<file path="src/rtl/fsm_seq_counter_param.sv">
// Programmable-table sequence counter: steps through DEPTH WIDTH-bit entries with
// start/stop/hold/skip control and registered skip_flag/wrap/wr_err pulses.
module fsm_seq_counter_param #(
  parameter int WIDTH    = 8,
  parameter int DEPTH    = 8,
  parameter int MARK_IDX = 4,
  parameter int IDX_W    = $clog2(DEPTH)
) (
  input  logic             clk,
  input  logic             rstn,
  input  logic             start,
  input  logic             stop,
  input  logic             hold,
  input  logic             skip,
  input  logic             wr_en,
  input  logic [IDX_W-1:0] wr_addr,
  input  logic [WIDTH-1:0] wr_data,
  output logic [WIDTH-1:0] count_out,
  output logic             busy,
  output logic             skip_flag,
  output logic             wrap,
  output logic             wr_err
);

  typedef enum logic [1:0] {IDLE, RUN, PAUSE} state_t;

  localparam logic [IDX_W:0]   DEPTH_W = (IDX_W+1)'(DEPTH);
  localparam logic [IDX_W-1:0] MARK_W  = IDX_W'(MARK_IDX);

  state_t           state, state_n;
  logic [IDX_W-1:0] idx, idx_d;
  logic [WIDTH-1:0] tbl [DEPTH];
  logic [WIDTH-1:0] count_d, first_val;
  logic [IDX_W:0]   step, sum;
  logic             busy_d, skip_flag_d, wrap_d, wr_err_d, wr_ok;

  assign wr_ok = wr_en && (state == IDLE) && ({1'b0, wr_addr} < DEPTH_W);
  // A write landing on entry 0 in the start cycle must be visible immediately
  assign first_val = (wr_ok && wr_addr == '0) ? wr_data : tbl[0];

  always_ff @(posedge clk or negedge rstn)
    if (!rstn) state <= IDLE;
    else       state <= state_n;

  always_comb begin
    state_n = state;
    case (state)
      IDLE:    if (start) state_n = RUN;
      RUN:     if (stop) state_n = IDLE; else if (hold)  state_n = PAUSE;
      PAUSE:   if (stop) state_n = IDLE; else if (!hold) state_n = RUN;
      default: state_n = IDLE;
    endcase
  end

  // Index math is one bit wider than IDX_W so a power-of-two DEPTH cannot alias
  always_comb begin
    step        = skip ? (IDX_W+1)'(2) : (IDX_W+1)'(1);
    sum         = {1'b0, idx} + step;
    idx_d       = idx;
    count_d     = count_out;
    skip_flag_d = 1'b0;
    wrap_d      = 1'b0;
    case (state)
      IDLE: begin
        idx_d   = '0;
        count_d = start ? first_val : '0;
      end
      RUN:
        if (stop) begin
          idx_d   = '0;
          count_d = '0;
        end else if (!hold) begin
          wrap_d      = (sum >= DEPTH_W);
          idx_d       = wrap_d ? IDX_W'(sum - DEPTH_W) : sum[IDX_W-1:0];
          count_d     = tbl[idx_d];
          skip_flag_d = skip && (idx_d == MARK_W);
        end
      PAUSE:
        if (stop) begin
          idx_d   = '0;
          count_d = '0;
        end
      default: begin
        idx_d   = '0;
        count_d = '0;
      end
    endcase
    busy_d   = (state_n != IDLE);
    wr_err_d = wr_en && !wr_ok;
  end

  always_ff @(posedge clk or negedge rstn)
    if (!rstn) begin
      idx       <= '0;
      count_out <= '0;
      busy      <= 1'b0;
      skip_flag <= 1'b0;
      wrap      <= 1'b0;
      wr_err    <= 1'b0;
    end else begin
      idx       <= idx_d;
      count_out <= count_d;
      busy      <= busy_d;
      skip_flag <= skip_flag_d;
      wrap      <= wrap_d;
      wr_err    <= wr_err_d;
    end

  always_ff @(posedge clk or negedge rstn)
    if (!rstn) begin
      for (int i = 0; i < DEPTH; i++) tbl[i] <= '0;
    end else if (wr_ok) begin
      tbl[wr_addr] <= wr_data;
    end

endmodule

</file>
<file path="config.mk">
export PLATFORM = sky130hd
export DESIGN_NAME = fsm_seq_counter_param
export DESIGN_NICKNAME = d
export VERILOG_FILES = /design/src/rtl/fsm_seq_counter_param.sv
export SDC_FILE = /design/constraint.sdc
export NUM_CORES = 1
export LEC_CHECK = 0
export CELL_PAD_IN_SITES_DETAIL_PLACEMENT = 1
export CELL_PAD_IN_SITES_GLOBAL_PLACEMENT = 1
export CORE_MARGIN = 3
export CORE_UTILIZATION = 45
export CTS_CLUSTER_DIAMETER = 200
export DETAILED_ROUTE_END_ITERATION = 12
export PLACE_DENSITY_LB_ADDON = 0.08
export SLEW_MARGIN = 20
export SYNTH_ARGS = -nofsm -noshare
export SYNTH_HDL_FRONTEND = slang
export SYNTH_SLANG_ARGS = --single-unit
</file>
<file path="constraint.sdc">
create_clock -name clk -period 3.8 [get_ports clk]
set_clock_uncertainty 0.2 [all_clocks]
set_input_delay 0.95 -clock clk [delete_from_list [all_inputs] [get_ports clk]]
set_output_delay 0.95 -clock clk [all_outputs]
set_load 0.02 [all_outputs]
</file>
==> metrics.yaml <==
end_kind: "register"
rr_worst_depth: 7
ys_seq_area_frac: 0.5308
clock_latency_ps: 340
crit_fanout: 18
finalCriticalPeriod_ps: 3286
dr.pass1.iters: 4
core_area_um2: 7968
relSlewSlack: 0.5025
hold_path_class: "register to register"
powerDensity_nw_per_um2: 563.1
finalWorstSetupSlack_ps: 513.9
die_x_um: 98.12
rsz0062_at_grt: "no"
clock_sinks: 81
clkTransAtPathRegs_ps: 80
drc_errors: 0
grt_max_degree: 82
diodes: 0
cts_root_buffer: "clkbuf_8"
timing.fmax_mhz: 304.3
vias_per_cell: 5.717
drive_above_1_share: 0.3906
startpoint: "skip"
cp.depth: 9
wl_um: 8545
portBuffers: 29
row_count: 32
area_growth_pct: 16.78
utilization: 0.5597
r2r_slack_ps: 1370
grt_pass1_vias: 2546
status: "finished clean"
cts_buffer_depth: 2
avgSynthCellArea_um2: 14.92
via_count: 2281
routedWlPerCell_um: 21.42
place.gp.congestion: 0.7348
netlist_instances: 256
dp_hpwl_um: 5764
tns_ps: 0
yosys_register_bits: 81
cts_hold_buf: 0
r2r_end: "count_out[1]"
drv_slew: 0
grt.total_usage: 0.1917
dieArea_um2: 9628
finalCritPeriodShare: 0.8648
path_buf_inv: 3
numCtsBuffers: 9
hold_slack_ps: 309.9
initial_utilization: 0.4793
nets: 314
maxCapViolCount: 0
syn_area_um2: 3819
grt-ovfl-total: 0
ios: 30
die_h_um: 98.12
finalHoldViolations: 0
arrival_ps: 3310
ctsResizeCount: 0
cts_tree: "done"
yosys_warnings: 0
grt_pass1_wl_um: 14210
path_class: "input port to register"
critPathSlowestCell: "clkdlybuf4s50_1"
start_kind: "input port"
r2r-start: "idx[0]"
cpLargestDelayFamily: "buffers and inverters"
syn_nets: 277
finalSetupViolations: 0
cp-endpoint: "count_out[1]"
place_ws_ps: 140.1
worst_path_largest_cell_delay_ps: 550
ant_nets: 0
leakage_nw: 1.882
synth.distinct_cells: 31
drtIter0Drc: 72
worst_pin_slew_ps: 746.2
vdd_ir_drop_max_mv: 0.3014
worstPathCellList: "clkdlybuf4s50_1, inv_1, ha_1, fa_1, buf_12, mux4_2, nand3_1, o21ai_0, a221o_1"
htree_num_levels: 3
grt_antenna_before_repair: 0
required_ps: 3830
post_cts_buffers: 0
## cell usage after synthesis
master	number	area, um2
nand3_1	8	40.04
buf_4	1	7.510
mux4_2	16	360.4
nor2_1	7	26.28
mux2_4	8	120.1
a21oi_1	4	20.02
and3_1	2	12.51
nor4b_4	1	23.77
xnor2_1	2	17.52
clkbuf_1	3	11.26
nand2_1	6	22.52
dfrtp_1	81	2027
ha_1	2	25.02
nor2_2	1	6.260
a22oi_1	3	22.52
o211a_1	1	10.01
nand2b_1	1	6.260
o21ai_0	9	45.04
buf_6	2	22.52
nand2_2	3	18.77
mux2i_1	8	80.08
a221o_1	8	80.08
fa_1	1	20.02
inv_1	2	7.510
nor4b_2	2	30.03
o2bb2ai_1	1	8.760
and3_4	1	11.26
buf_2	6	30.03
nor2b_1	7	43.79
mux2_2	58	653.1
nor4b_1	1	8.760
## logic make-up after synthesis
family	share of synthesized area
muxes	0.3178
AOI/OAI and AO/OA	0.04882
buffers and inverters	0.02064
and+or+nand+nor	0.06553
DFF	0.5308
adders and majority gates	0.01179
xor gates and xnor gates	0.004588
## registers in the layout, indices dropped and copies added, names as in the netlist
name / cells
tbl: 64
count_out: 8
idx: 3
state: 2
busy: 1
skip_flag: 1
wr_err: 1
wrap: 1
## placed cells by master, fill, tap and decap left out
cell / n
nor2_1: 7
clkbuf_8: 10
mux4_2: 16
xnor2_1: 2
clkinv_4: 1
o2bb2ai_1: 1
mux2_2: 58
and3_1: 2
dfrtp_1: 81
buf_6: 1
and3_4: 1
o211a_1: 1
clkinvlp_4: 1
nand3_1: 8
nand2_1: 6
nand2b_1: 1
nor2b_1: 7
mux2_4: 8
buf_12: 2
a21oi_1: 4
nand2_2: 3
mux2i_1: 8
nor4b_2: 3
inv_1: 2
a221o_1: 8
clkinv_2: 2
nor2_2: 1
ha_1: 2
nor4b_4: 1
o21ai_0: 9
clkdlybuf4s50_1: 28
a22oi_1: 3
fa_1: 1
bufinv_16: 1
buf_4: 7
## report_power, final
group	switching (mW)	leakage [nW]	internal, mW
Combinational	0.232	0.778	0.399
Clock	0.305	0.0981	0.317
Sequential	0.146	1.01	1.11
Total	0.683	1.88	1.83
## layout make-up
type                            count  area [um2]
Clock buffer                       10       137.6
Clock inverter                      5       56.30
Fill cell                         784        3508
Inverter                            2       7.507
Multi-Input combinational cell    161        1719
Sequential cell                    81        2027
Tap cell                          102       127.6
Timing Repair Buffer               38       384.1
## per-layer routing
layer,global-route usage,up-vias,part of all wire
li1,-,1031,-
met1,0.2494,1214,0.45
met2,0.3293,29,0.52
met3,0.04143,7,0.023
met4,0.04473,0,0.0077
met5,0,-,0
## how the worst min path moves through the flow
| stage | startpoint | endpoint | slack [ps] | cells after the start |
|---|---|---|---|---|
| 2_1_floorplan | tbl[40] | tbl[40] | 270 | 1 |
| 3_5_place_dp | tbl[40] | tbl[40] | 290 | 1 |
| 4_1_cts | tbl[40] | tbl[40] | 310 | 1 |
| 6_report | tbl[31] | tbl[31] | 310 | 1 |
| 5_1_grt | tbl[23] | tbl[23] | 330 | 1 |
| 3_3_place_gp | tbl[17] | tbl[17] | 280 | 1 |
## per-stage QoR
stage,instances,total power [mW],area (um2)
finish,399,2.511,4459
global route,399,2.656,4459
CTS,399,2.539,4456
detailed placement,384,1.913,4262
global placement,384,1.868,4262
floorplan,256,1.685,3819
No activity file was read; power rests on OpenSTA's default activity.
